## src/rtl/clock_time_keeper.sv

```systemverilog
// clock_time_keeper: BCD hours/minutes/seconds keeper with key-driven set mode.
// Feeds the six-digit seven-segment display path with a registered time bus,
// a field-blink select and a one-cycle day rollover pulse.
//
// state  | meaning
// RUN    | time advances on each prescaler tick, blink = 0
// SET_HH | hours adjustable with key_inc, blink = 3
// SET_MM | minutes adjustable with key_inc, blink = 2
// SET_SS | seconds adjustable with key_inc, blink = 1
module clock_time_keeper #(
    parameter int         DIV_COUNT = 50_000_000,
    parameter logic [7:0] INIT_HH   = 8'h00,
    parameter logic [7:0] INIT_MM   = 8'h00,
    parameter logic [7:0] INIT_SS   = 8'h00
) (
    input  logic        clk,
    input  logic        rst,
    input  logic        key_mode,
    input  logic        key_inc,
    output logic [23:0] time_date,
    output logic [1:0]  blink,
    output logic        day_carry
);

    localparam int            PW = $clog2(DIV_COUNT);
    localparam logic [PW-1:0] TC = PW'(DIV_COUNT - 1);

    typedef enum logic [1:0] {RUN, SET_HH, SET_MM, SET_SS} state_t;

    state_t        r_state;
    state_t        w_state_nxt;
    logic [PW-1:0] r_presc;
    logic [7:0]    r_hh, r_mm, r_ss;
    logic [7:0]    w_hh_nxt, w_mm_nxt, w_ss_nxt;
    logic [1:0]    r_blink;
    logic [1:0]    w_blink_nxt;
    logic          r_day_carry;
    logic          w_day_carry_nxt;
    logic          r_mode_prev, r_inc_prev, r_armed;
    logic          w_mode_edge, w_inc_edge, w_tick;
    logic [8:0]    w_hh_inc, w_mm_inc, w_ss_inc;

    // Returns {carry, next}. Malformed values (bad nibble or above max) snap to 00
    // without carrying into the neighbouring field.
    function automatic logic [8:0] bcd_inc(input logic [7:0] v, input logic [7:0] maxv);
        logic [8:0] res;
        if ((v[7:4] > 4'd9) || (v[3:0] > 4'd9) || (v > maxv))
            res = 9'h000;
        else if (v == maxv)
            res = {1'b1, 8'h00};
        else if (v[3:0] == 4'd9)
            res = {1'b0, v[7:4] + 4'd1, 4'd0};
        else
            res = {1'b0, v[7:4], v[3:0] + 4'd1};
        return res;
    endfunction

    // r_armed is clear for the first clock after reset, so a key already high
    // when reset releases loads into prev without being seen as an edge.
    assign w_mode_edge = r_armed & key_mode & ~r_mode_prev;
    assign w_inc_edge  = r_armed & key_inc & ~r_inc_prev;
    assign w_tick      = (r_state == RUN) && (r_presc == TC);

    assign w_hh_inc = bcd_inc(r_hh, 8'h23);
    assign w_mm_inc = bcd_inc(r_mm, 8'h59);
    assign w_ss_inc = bcd_inc(r_ss, 8'h59);

    assign time_date = {r_hh, r_mm, r_ss};
    assign blink     = r_blink;
    assign day_carry = r_day_carry;

    // Key history for rising-edge detection.
    always_ff @(posedge clk or posedge rst) begin
        if (rst) begin
            r_mode_prev <= 1'b0;
            r_inc_prev  <= 1'b0;
            r_armed     <= 1'b0;
        end else begin
            r_mode_prev <= key_mode;
            r_inc_prev  <= key_inc;
            r_armed     <= 1'b1;
        end
    end

    // One-second prescaler; parked at zero while any field is being set.
    always_ff @(posedge clk or posedge rst) begin
        if (rst)
            r_presc <= '0;
        else if ((r_state != RUN) || w_tick)
            r_presc <= '0;
        else
            r_presc <= r_presc + 1'b1;
    end

    // Next state, next time fields and blink code.
    always_comb begin
        w_state_nxt     = r_state;
        w_hh_nxt        = r_hh;
        w_mm_nxt        = r_mm;
        w_ss_nxt        = r_ss;
        w_day_carry_nxt = 1'b0;
        w_blink_nxt     = 2'd0;
        case (r_state)
            RUN: begin
                if (w_tick) begin
                    w_ss_nxt = w_ss_inc[7:0];
                    if (w_ss_inc[8]) begin
                        w_mm_nxt = w_mm_inc[7:0];
                        if (w_mm_inc[8]) begin
                            w_hh_nxt        = w_hh_inc[7:0];
                            w_day_carry_nxt = w_hh_inc[8];
                        end
                    end
                end
                if (w_mode_edge) w_state_nxt = SET_HH;
            end
            SET_HH: begin
                if (w_mode_edge)     w_state_nxt = SET_MM;
                else if (w_inc_edge) w_hh_nxt    = w_hh_inc[7:0];
            end
            SET_MM: begin
                if (w_mode_edge)     w_state_nxt = SET_SS;
                else if (w_inc_edge) w_mm_nxt    = w_mm_inc[7:0];
            end
            SET_SS: begin
                if (w_mode_edge)     w_state_nxt = RUN;
                else if (w_inc_edge) w_ss_nxt    = w_ss_inc[7:0];
            end
            default: w_state_nxt = RUN;
        endcase
        case (w_state_nxt)
            SET_HH:  w_blink_nxt = 2'd3;
            SET_MM:  w_blink_nxt = 2'd2;
            SET_SS:  w_blink_nxt = 2'd1;
            default: w_blink_nxt = 2'd0;
        endcase
    end

    // State register with blink updated on the same edge.
    always_ff @(posedge clk or posedge rst) begin
        if (rst) begin
            r_state <= RUN;
            r_blink <= 2'd0;
        end else begin
            r_state <= w_state_nxt;
            r_blink <= w_blink_nxt;
        end
    end

    // Time fields and rollover pulse.
    always_ff @(posedge clk or posedge rst) begin
        if (rst) begin
            r_hh        <= INIT_HH;
            r_mm        <= INIT_MM;
            r_ss        <= INIT_SS;
            r_day_carry <= 1'b0;
        end else begin
            r_hh        <= w_hh_nxt;
            r_mm        <= w_mm_nxt;
            r_ss        <= w_ss_nxt;
            r_day_carry <= w_day_carry_nxt;
        end
    end

endmodule

```

## config.mk

```make
export PLATFORM = sky130hd
export DESIGN_NAME = clock_time_keeper
export DESIGN_NICKNAME = d
export VERILOG_FILES = /design/src/rtl/clock_time_keeper.sv
export SDC_FILE = /design/constraint.sdc
export NUM_CORES = 1
export LEC_CHECK = 0
export CAP_MARGIN = 40
export CORE_ASPECT_RATIO = 1.5
export CORE_MARGIN = 8
export CORE_UTILIZATION = 38
export DETAILED_ROUTE_END_ITERATION = 8
export MAX_ROUTING_LAYER = met4
export PLACE_DENSITY = 0.58
export SYNTH_ARGS = -nofsm -noshare
export SYNTH_HDL_FRONTEND = slang
export SYNTH_SLANG_ARGS = --single-unit
```

## constraint.sdc

```tcl
create_clock -name clk -period 2.3 [get_ports clk]
set_input_delay 0.575 -clock clk [delete_from_list [all_inputs] [get_ports clk]]
set_output_delay 0.575 -clock clk [all_outputs]
set_load 0.01 [all_outputs]
```

==> impl_metrics.yaml <==
status:
  outcome: "completed"
pwr:
  ir_drop_v: 0.000488
  power_leakage_uw: 0.00199
  power_density_nw_per_um2: 969
global_route:
  grt_pass1_wl_um: 13100
  antenna_found_initial: 0
  grt_max_degree: 37
  first_global_vias: 2816
  grt_usage: 0.140
  grt-ovfl-total: 0
cts:
  clock-root-buffer: "clkbuf_16"
  clk_path_buf_depth: 2
  cts.clk_slew.worst_paths_ps: 50
  insertion_delay_ps: 320
  cts_buffers: 9
  hold_buffers: 0
  cts-htree-levels: 3
  cts.sinks: 58
  cts_tree: "done"
die:
  die_w_um: 92.4
  dieArea_um2: 12100
  io_pins: 31
  core-area_um2: 8670
  rows: 42
  die_y_um: 131
  initial_core_util: 0.384
synthesis:
  synth_edf_count: 0
  yosys_warnings: 0
  seq_area_frac_synth: 0.436
  yosys.area.top_type: "dfrtp_1"
  syn_avg_cell_area_um2: 9.96
  synthFlopType: "dfrtp_1"
  ys_seq_elements: 58
  synth_most_common_cell: "dfrtp_1"
  syn_area_um2: 3330
  synth_xor_area_frac: 0.0632
  synthAdderAreaFrac: 0.0677
  synth_top_family_by_area: "simple AND/OR/NAND/NOR gates"
  yosys.area_share.simple: 0.247
  syn-num-nets: 356
  ys_top_cells_by_area: "dfrtp_1 (44%), ha_1 (6.8%), xor2_1 (5.0%)"
  syn_inst: 334
  synthArstFlopShare: 1.00
  synth.distinct_cells: 65
  synth_compound_area_frac: 0.138
  synth_mux_area_frac: 0.0169
  yosysTopAreaCellShare: 0.436
  netlist_top_cells_count: "dfrtp_1 (58), nor2_1 (38), xor2_1 (19), ha_1 (18), nand3_1 (18)"
finish:
  fin_area_um2: 4360
  final_util: 0.502
  layout.nets: 431
  area_growth_pct: 31.0
  antenna_cells: 0
  drive_above_1_share: 0.186
drt:
  first_pass_iters: 4
  avgRoutedWirePerCell_um: 14.8
  drt_iter0_markers: 118
  vias: 2767
  wl_um: 7780
  ant_nets: 0
  drcViolationCount: 0
  via_per_inst: 5.28
setup_path:
  critPathKind: "flop to flop"
  critPathLaunchType: "flop"
  critical_path_required_ps: 2520
  path_max_fanout: 5
  endpoint_kind: "flop"
  crit_arrival_ps: 2420
  startpoint: "r_ss[5]"
  r2r_start: "r_ss[5]"
timing:
  fin_setup_tns_ps: 0
  worst_pin_slew_ps: 668
  relSlewSlack: 0.553
  setup_violations: 0
  fmax_ghz: 0.455
  finClkSkew_ps: 4.07
  timing.hold.ws_ps: 544
  period_share: 0.955
  hold_viol: 0
  fin_crit_ps: 2200
  drv_slew: 0
  rsz0062_at_grt: "yes"
place:
  place_congestion: 0.797
  dpl_cell_area_um2: 4030
  portBuffers: 30
  hpwl_um: 5570
run:
  cap_violations: 0
hold_path:
  min-delay-start: "r_presc[21]"
  min_path_type: "flop to flop"
==> worst max-delay path: stages, from the launching register on <==
cell and delay, ps:
dfrtp_1 370, inv_1 90, ha_2 180, nand2_1 60
or3_4 380, o31a_1 330, or2_4 290, buf_4 160
o31ai_2 230
==> cell type report <==
| cell class | instances | area (um^2) |
|---|---|---|
| Timing Repair Buffer | 71 | 633 |
| Fill cell | 799 | 4310 |
| Tap cell | 110 | 138 |
| Sequential cell | 58 | 1450 |
| Multi-Input combinational cell | 252 | 1810 |
| Clock inverter | 3 | 15.0 |
| Clock buffer | 13 | 250 |
| Inverter | 17 | 63.8 |
==> logic make-up after synthesis <==
logic type	after synthesis
mux	5
compound gates	61
simple gates	143
fa+ha+maj	18
xor+xnor	24
buf+inv	24
other cells	1
flops	58
==> flip-flops by register name, indices dropped and copies added (netlist names) <==
name / count
day_carry: 1
r_presc: 26
blink: 2
r_state: 2
r_mode_prev: 1
r_mm: 8
r_hh: 8
r_inc_prev: 1
r_armed: 1
r_ss: 8
==> where the power goes <==
group / total (uW) / leakage [uW] / internal (uW) / switching [uW]
Clock: 1180 / 0.000133 / 752 / 432
Sequential: 1350 / 0.000771 / 1190 / 153
Combinational: 1690 / 0.00108 / 823 / 867
==> path summary, 6_finish.rpt <==
| check | slack (ps) | cells after the start | end |
|---|---|---|---|
| max in group asynchronous | 1460 | 3 | r_presc[14] |
| hold / removal | 540 | 2 | r_presc[21] |
| setup reg to reg | 100 | 8 | r_mm[4] |
| min in group asynchronous | 620 | 3 | r_mm[5] |
| hold reg to reg | 540 | 2 | r_presc[21] |
| setup / recovery | 100 | 8 | r_mm[4] |
==> what timing repair did <==
| action | CTS | global route |
|---|---|---|
| resized for setup | 0 | 8 |
| setup buffers | 0 | 4 |
| setup endpoints to repair | 0 | 11 |
==> placed cells by master, fill, tap and decap left out, types with 3 or more instances in the layout <==
cell type        synthesis  final
nor2b_1                  4      4
and2_1                  11     11
nand4_1                 13     13
xnor2_1                  5      5
clkdlybuf4s50_1          0     30
and4_1                   3      3
inv_1                   17     16
o31ai_1                  8      5
o2111a_1                 3      3
nand2_1                 15     15
nor2_1                  38     38
a21oi_1                  4      4
clkbuf_16                0      9
o21ai_0                 13     12
clkbuf_1                 5      3
o21ai_1                  2      3
nor3_1                   7      7
ha_1                    18     17
and3_1                   8      8
nand3_1                 18     18
a221o_1                  3      3
dfrtp_1                 58     58
nand3b_1                 3      3
mux2i_1                  3      3
o21a_1                   3      3
xor2_1                  19     19
clkinv_2                 0      3
o31ai_2                  0      3
buf_4                    1     39
o41ai_1                  5      4
==> per-layer routing <==
layer,up-vias,global-route usage,share of wire,wire [um]
li1,1358,-,-,-
met1,1357,0.147,0.42,3290
met2,41,0.248,0.53,4100
met3,11,0.0332,0.031,241
met4,0,0.0581,0.018,141
met5,-,-,0,0
==> stage by stage <==
step                      setup slack [ps]  power, uW  std cells
after floorplan                       76.1       2280        334
after global placement               -77.8       2990        504
after detailed placement              -128       3010        504
after CTS                             46.4       4230        520
after global routing                 -26.9       4490        524
final                                  103       4220        524
Power figures use the tool's default switching activity.
